## src/rtl/led_pattern_pkg.sv

```systemverilog
// led_pattern_pkg: shared mode encodings and board defaults for the LED pattern generator
package led_pattern_pkg;

  localparam int LED_WIDTH_DEF     = 8;
  localparam int LED_DIV_WIDTH_DEF = 32;
  localparam int LED_TOP_1HZ_50MHZ = 49999999;

  typedef enum logic [1:0] {
    LED_MODE_COUNT  = 2'd0,
    LED_MODE_ROT    = 2'd1,
    LED_MODE_BOUNCE = 2'd2,
    LED_MODE_GRAY   = 2'd3
  } led_mode_e;

endpackage

```

## src/rtl/led_pattern_if.sv

```systemverilog
// led_pattern_if: control inputs and LED outputs of the pattern generator
interface led_pattern_if #(
  parameter int width     = 8,
  parameter int div_width = 32
);

  logic [div_width-1:0] top;
  logic [1:0]           mode;
  logic                 dir;
  logic                 run;
  logic [width-1:0]     leds;
  logic                 tick;

  modport master (output top, mode, dir, run, input leds, tick);
  modport slave  (input top, mode, dir, run, output leds, tick);

endinterface

```

## src/rtl/led_tick.sv

```systemverilog
// led_tick: free-running prescaler producing a single-cycle step strobe
module led_tick #(
  parameter int div_width = 32
) (
  input  logic                 clk,
  input  logic                 rst_n,
  input  logic [div_width-1:0] top,
  input  logic                 run,
  input  logic                 clr,
  output logic                 wrap
);

  logic [div_width-1:0] cnt_q, cnt_d;

  // >= rather than == so lowering top below the count wraps at once
  assign wrap = run && !clr && (cnt_q >= top);

  // clear on mode change, hold while paused, otherwise count and wrap
  always_comb cnt_d = clr ? '0 : !run ? cnt_q : wrap ? '0 : cnt_q + div_width'(1);

  // counter register
  always_ff @(posedge clk or negedge rst_n)
    if (!rst_n) cnt_q <= '0;
    else        cnt_q <= cnt_d;

endmodule

```

## src/rtl/led_pattern.sv

```systemverilog
// led_pattern: mode-selectable LED pattern generator with integrated prescaler
module led_pattern
  import led_pattern_pkg::*;
#(
  parameter int width     = LED_WIDTH_DEF,
  parameter int div_width = LED_DIV_WIDTH_DEF
) (
  input logic          clk,
  input logic          rst_n,
  led_pattern_if.slave bus
);

  led_mode_e        mode_q, mode_d;
  logic [width-1:0] leds_q, leds_d, b_q, b_d, nx, sh;
  logic             bdir_q, bdir_d, tick_q, tick_d;
  logic             clr, step;

  assign mode_d = led_mode_e'(bus.mode);
  assign clr    = mode_d != mode_q;

  led_tick #(.div_width(div_width)) u_tick (
    .clk  (clk),
    .rst_n(rst_n),
    .top  (bus.top),
    .run  (bus.run),
    .clr  (clr),
    .wrap (step)
  );

  // mode change loads the init pattern; otherwise a strobe advances the current mode
  always_comb begin
    leds_d = leds_q;
    b_d    = b_q;
    bdir_d = bdir_q;
    tick_d = step;
    nx     = bus.dir ? b_q - width'(1) : b_q + width'(1);
    sh     = bdir_q ? leds_q >> 1 : leds_q << 1;
    if (clr) begin
      leds_d = (mode_d == LED_MODE_ROT || mode_d == LED_MODE_BOUNCE) ? width'(1) : '0;
      b_d    = '0;
      bdir_d = 1'b0;
    end else if (step) begin
      case (mode_q)
        LED_MODE_COUNT:  leds_d = bus.dir ? leds_q - width'(1) : leds_q + width'(1);
        LED_MODE_ROT:    leds_d = bus.dir ? {leds_q[0], leds_q[width-1:1]}
                                          : {leds_q[width-2:0], leds_q[width-1]};
        LED_MODE_BOUNCE: begin
          leds_d = sh;
          bdir_d = sh[width-1] ? 1'b1 : sh[0] ? 1'b0 : bdir_q;
        end
        default: begin
          b_d    = nx;
          leds_d = nx ^ (nx >> 1);
        end
      endcase
    end
  end

  // state registers
  always_ff @(posedge clk or negedge rst_n)
    if (!rst_n) begin
      mode_q <= LED_MODE_COUNT;
      leds_q <= '0;
      b_q    <= '0;
      bdir_q <= 1'b0;
      tick_q <= 1'b0;
    end else begin
      mode_q <= mode_d;
      leds_q <= leds_d;
      b_q    <= b_d;
      bdir_q <= bdir_d;
      tick_q <= tick_d;
    end

  assign bus.leds = leds_q;
  assign bus.tick = tick_q;

endmodule

```

## src/flat_wrapper.sv

```systemverilog
// flat-port wrapper written by rule: the top's interface ports become plain ports
module led_pattern_flat import led_pattern_pkg::*;
#(
  parameter int width     = LED_WIDTH_DEF,
  parameter int div_width = LED_DIV_WIDTH_DEF
)
  (clk, rst_n, bus_top, bus_mode, bus_dir, bus_run, bus_leds, bus_tick);
  led_pattern_if #(.width(width), .div_width(div_width)) bus_i ();
  input logic clk;
  input logic rst_n;
  input wire logic [$bits(bus_i.top)-1:0] bus_top;
  input wire logic [$bits(bus_i.mode)-1:0] bus_mode;
  input wire logic [$bits(bus_i.dir)-1:0] bus_dir;
  input wire logic [$bits(bus_i.run)-1:0] bus_run;
  output wire logic [$bits(bus_i.leds)-1:0] bus_leds;
  output wire logic [$bits(bus_i.tick)-1:0] bus_tick;
  assign bus_i.top = bus_top;
  assign bus_i.mode = bus_mode;
  assign bus_i.dir = bus_dir;
  assign bus_i.run = bus_run;
  assign bus_leds = bus_i.leds;
  assign bus_tick = bus_i.tick;
  led_pattern #(.width(width), .div_width(div_width)) u_core (.clk(clk), .rst_n(rst_n), .bus(bus_i));
endmodule
```

## config.mk

```make
export PLATFORM = sky130hd
export DESIGN_NAME = led_pattern_flat
export DESIGN_NICKNAME = d
export VERILOG_FILES = /design/src/rtl/led_pattern_pkg.sv /design/src/rtl/led_pattern_if.sv /design/src/rtl/led_tick.sv /design/src/rtl/led_pattern.sv /design/src/flat_wrapper.sv
export SDC_FILE = /design/constraint.sdc
export NUM_CORES = 1
export LEC_CHECK = 0
export CAP_MARGIN = 20
export CORE_MARGIN = 1.5
export CORE_UTILIZATION = 57
export DETAILED_ROUTE_END_ITERATION = 10
export GPL_TIMING_DRIVEN = 0
export PLACE_DENSITY = 0.89
export REMOVE_ABC_BUFFERS = 1
export SETUP_SLACK_MARGIN = 0.05
export SYNTH_ARGS = -nofsm -noshare
export SYNTH_HDL_FRONTEND = slang
export SYNTH_SLANG_ARGS = --single-unit
```

## constraint.sdc

```tcl
create_clock -name clk -period 3.4 [get_ports clk]
set_clock_uncertainty 0.2 [all_clocks]
set_input_delay 0.68 -clock clk [delete_from_list [all_inputs] [get_ports clk]]
set_output_delay 0.68 -clock clk [all_outputs]
set_load 0.005 [all_outputs]
```

==> impl_results.md <==
* Status: complete, no violations
* Routed length per instance at 15.9 um
* Crit-path cells: clkdlybuf4s50_1 -> inv_1 -> ha_1 -> nand4_1 -> nor4_4 -> a221oi_1 -> nand2_1 -> a22oi_2 -> buf_4 -> buf_6 -> or3_1 -> a21oi_1
* Initial antenna violation count at 0
* Combinational share of power at 0.172
* Maximum vdd drop at 0.000262 V
* TritonCTS buffer count at 5
* Startpoint types: primary input
* Critical Path Fanout Max at 13
* Root buffer cell: clkbuf_8
* Slew @ Worst Pin at 0.695 ns
* Total chip power at 1.28 mW
* Skew-Pair Late Insertion Delay at 0.31 ns
* Slew margin rel. at 0.529
* Pin count of the biggest net entering global routing at 37
* Core ar. at 0.00718 mm^2
* Share of cells above drive strength 1 at 0.0515
* Via count at 3815
* Ys Warns at 0
* WP buf/inv at 4
* Worst Setup Slack, final at 0.0957 ns
* Ys flop type: dfrtp_1
* IO Pins at 47
* Unrepaired setup endpoints after global routing: yes
* Psw at 0.345 mW
* H-tree levels at 2
* Pre-antenna DRT Iters at 5
* Fin. max-slew vios at 0
* FILL cells at 532
* First-pass GRT wire length at 16400 um
* CP required at 3.42 ns
* Commonest non-fill, non-tap cell in the layout: nor2_1
* Post-Route WL at 10200 um
* GRT Residual Overflow at 0
* Area growth syn-to-layout at 17.3%
* Number of synthesized flops with an enable pin at 0
* Asr flop ratio synth at 1.00
* Worst-case clock buffer depth at 2
* Fmax at 303 MHz
* Largest cells by area after synthesis: dfrtp_1 31%, ha_1 13%, nor2_1 5.7%
* Post-synthesis cell type count at 54
* NumNets Final at 628
* Period minus WS final at 3.30 ns
* Synth area leader: dfrtp_1
* Chip Height at 88.6 um
* Setup CP Type: in -> reg
* Post-Syn Area at 0.00418 mm^2
* Slowest cell on the critical path: clkdlybuf4s50_1
* CP arrival at 3.33 ns
* Lkg Pwr at 2.26 nW
* #FFs+latches synth at 52
* ANT nets after route at 0
* Vias per std cell at 5.93
* # port buffers at 46
* Final number of setup-violating endpoints at 0
* Pre-CTS setup slack at -1.06 ns
* CTS Hold Bufs at 0
* Int Pwr at 0.936 mW
* Seq pwr share at 0.495
* Mean cell area of the mapped netlist at 8.34 um^2
* Top delay family on crit path: simple AND/OR/NAND/NOR gates
* Sw Ratio at 0.269
* DRT iter0 DRCs at 309
* Tot GR Track Use at 0.262
* MaxCap Viol Count at 0
* Post-DP HPWL at 7290 um
* Clk slew on worst S/H paths at 0.10 ns
* GPL Wtd Cong at 0.867
* CP Capture Type: register
* Post-route DRC at 0
* Register area share after synthesis at 0.311
* Post-Route Utilization at 0.683
* CTS tree: yes
* Power per standard cell area at 261 mW/mm^2
* Synth top area share at 0.311
* Initial cell density of the core at 0.583
* Crit share post-route at 0.972
* Max incr delay on CP at 0.47 ns
* Vias in the first global route at 3782
* Min-Delay Path Class: in -> async
* DIE AREA at 0.00786 mm^2
* CTS sink cnt at 52
* Final Hold Fails at 0
* Mapped Cells at 501
* Clock share of power at 0.333
* Die width at 88.6 um
* Most frequent cells in the layout: 63 x nor2_1, 52 x dfrtp_1, 45 x ha_1
* Placement Rows at 31
* Antenna Cells at 0
==> cells by family (layout without fill, tap and decap cells) <==
kind of cell | count (synthesis) | in the layout | share of synthesized area
fa+ha+maj | 47 | 47 | 0.144
flops | 52 | 52 | 0.311
compound gates | 111 | 111 | 0.165
xor+xnor | 50 | 50 | 0.105
buf+inv | 60 | 103 | 0.0554
simple gates | 173 | 173 | 0.197
mux | 8 | 8 | 0.0221
==> routing by layer <==
metal	vias up	global-route usage	part of all wire
met5	-	0	0
met4	0	0.0895	0.027
li1	1834	-	-
met3	31	0.0364	0.055
met1	1795	0.315	0.41
met2	155	0.477	0.51
==> Yosys cell counts, types with 4 or more instances <==
library cell	number
nand3_1	23
a21oi_1	40
nor3_1	6
o21ai_0	26
buf_2	5
a211oi_1	5
or3_1	7
and3_1	7
o22ai_1	5
mux2i_1	7
a31oi_1	4
ha_1	45
xnor2_1	26
dfrtp_1	52
a21o_1	5
xor2_1	24
nor2_1	63
nor2b_1	6
clkbuf_1	10
nand4_1	7
inv_1	43
nand2_1	36
nand2b_1	4
==> worst paths after layout <==
path	endpoint	slack (ns)	startpoint	depth (start not counted)
setup / recovery	u_core.b_q[3]	0.1	bus_top[30]	12
hold / removal	u_core.u_tick.cnt_q[5]	0.1	rst_n	1
setup reg to reg	u_core.b_q[3]	0.54	u_core.u_tick.cnt_q[26]	10
hold reg to reg	u_core.b_q[4]	0.35	u_core.b_q[4]	2
max in group asynchronous	u_core.b_q[3]	2.36	rst_n	2
min in group clk	u_core.b_q[4]	0.35	u_core.b_q[4]	2
==> registers in the layout (all words and copies together), names as in the netlist <==
register and flops:
u_core.b_q 8, u_core.u_tick.cnt_q 32, u_core.bdir_q 1, u_core.bus.leds 8, u_core.bus.tick 1, u_core.mode_q 2
==> cell type report <==
cell class,instances,area (um^2),area share
well taps,99,124,0.0253
clock inverters,3,42.5,0.00868
inverters,43,161,0.0329
clock buffers,5,68.8,0.0140
flip-flops and latches,52,1300,0.265
multi-input cells,389,2690,0.549
repair buffers,52,512,0.104
==> repair_timing <==
item | 4_1_cts | 5_1_grt
pin swaps | 2 | 2
setup endpoints to repair | 45 | 45
buffers inserted | 0 | 4
resized for setup | 7 | 7
==> worst reg2reg max path: stages, from the launching register on <==
cell	delay (ns)
dfrtp_1	0.43
ha_1	0.33
nand4_1	0.18
nor4_4	0.40
a221oi_1	0.15
nand2_1	0.15
a22oi_2	0.10
buf_4	0.19
buf_6	0.14
or3_1	0.37
a21oi_1	0.13
==> power by group through the flow <==
stage	combinational (mW)	clock, mW	sequential, mW
2_1_floorplan	0.112	0	0.643
3_3_place_gp	0.200	0	0.646
3_5_place_dp	0.212	0	0.646
4_1_cts	0.216	0.429	0.634
5_1_grt	0.242	0.456	0.635
6_report	0.220	0.427	0.634
==> per-stage QoR <==
step	hold WS (ns)	area [um^2]	TNS, ns	instances
6_report	0.0951	4900	0	643
3_5_place_dp	0.341	4720	-37.33	631
4_1_cts	0.107	4850	0	639
2_1_floorplan	0.184	4110	-4.16	484
3_3_place_gp	0.337	4690	-58.07	629
5_1_grt	0.116	4900	0	643
Power figures use the tool's default switching activity.
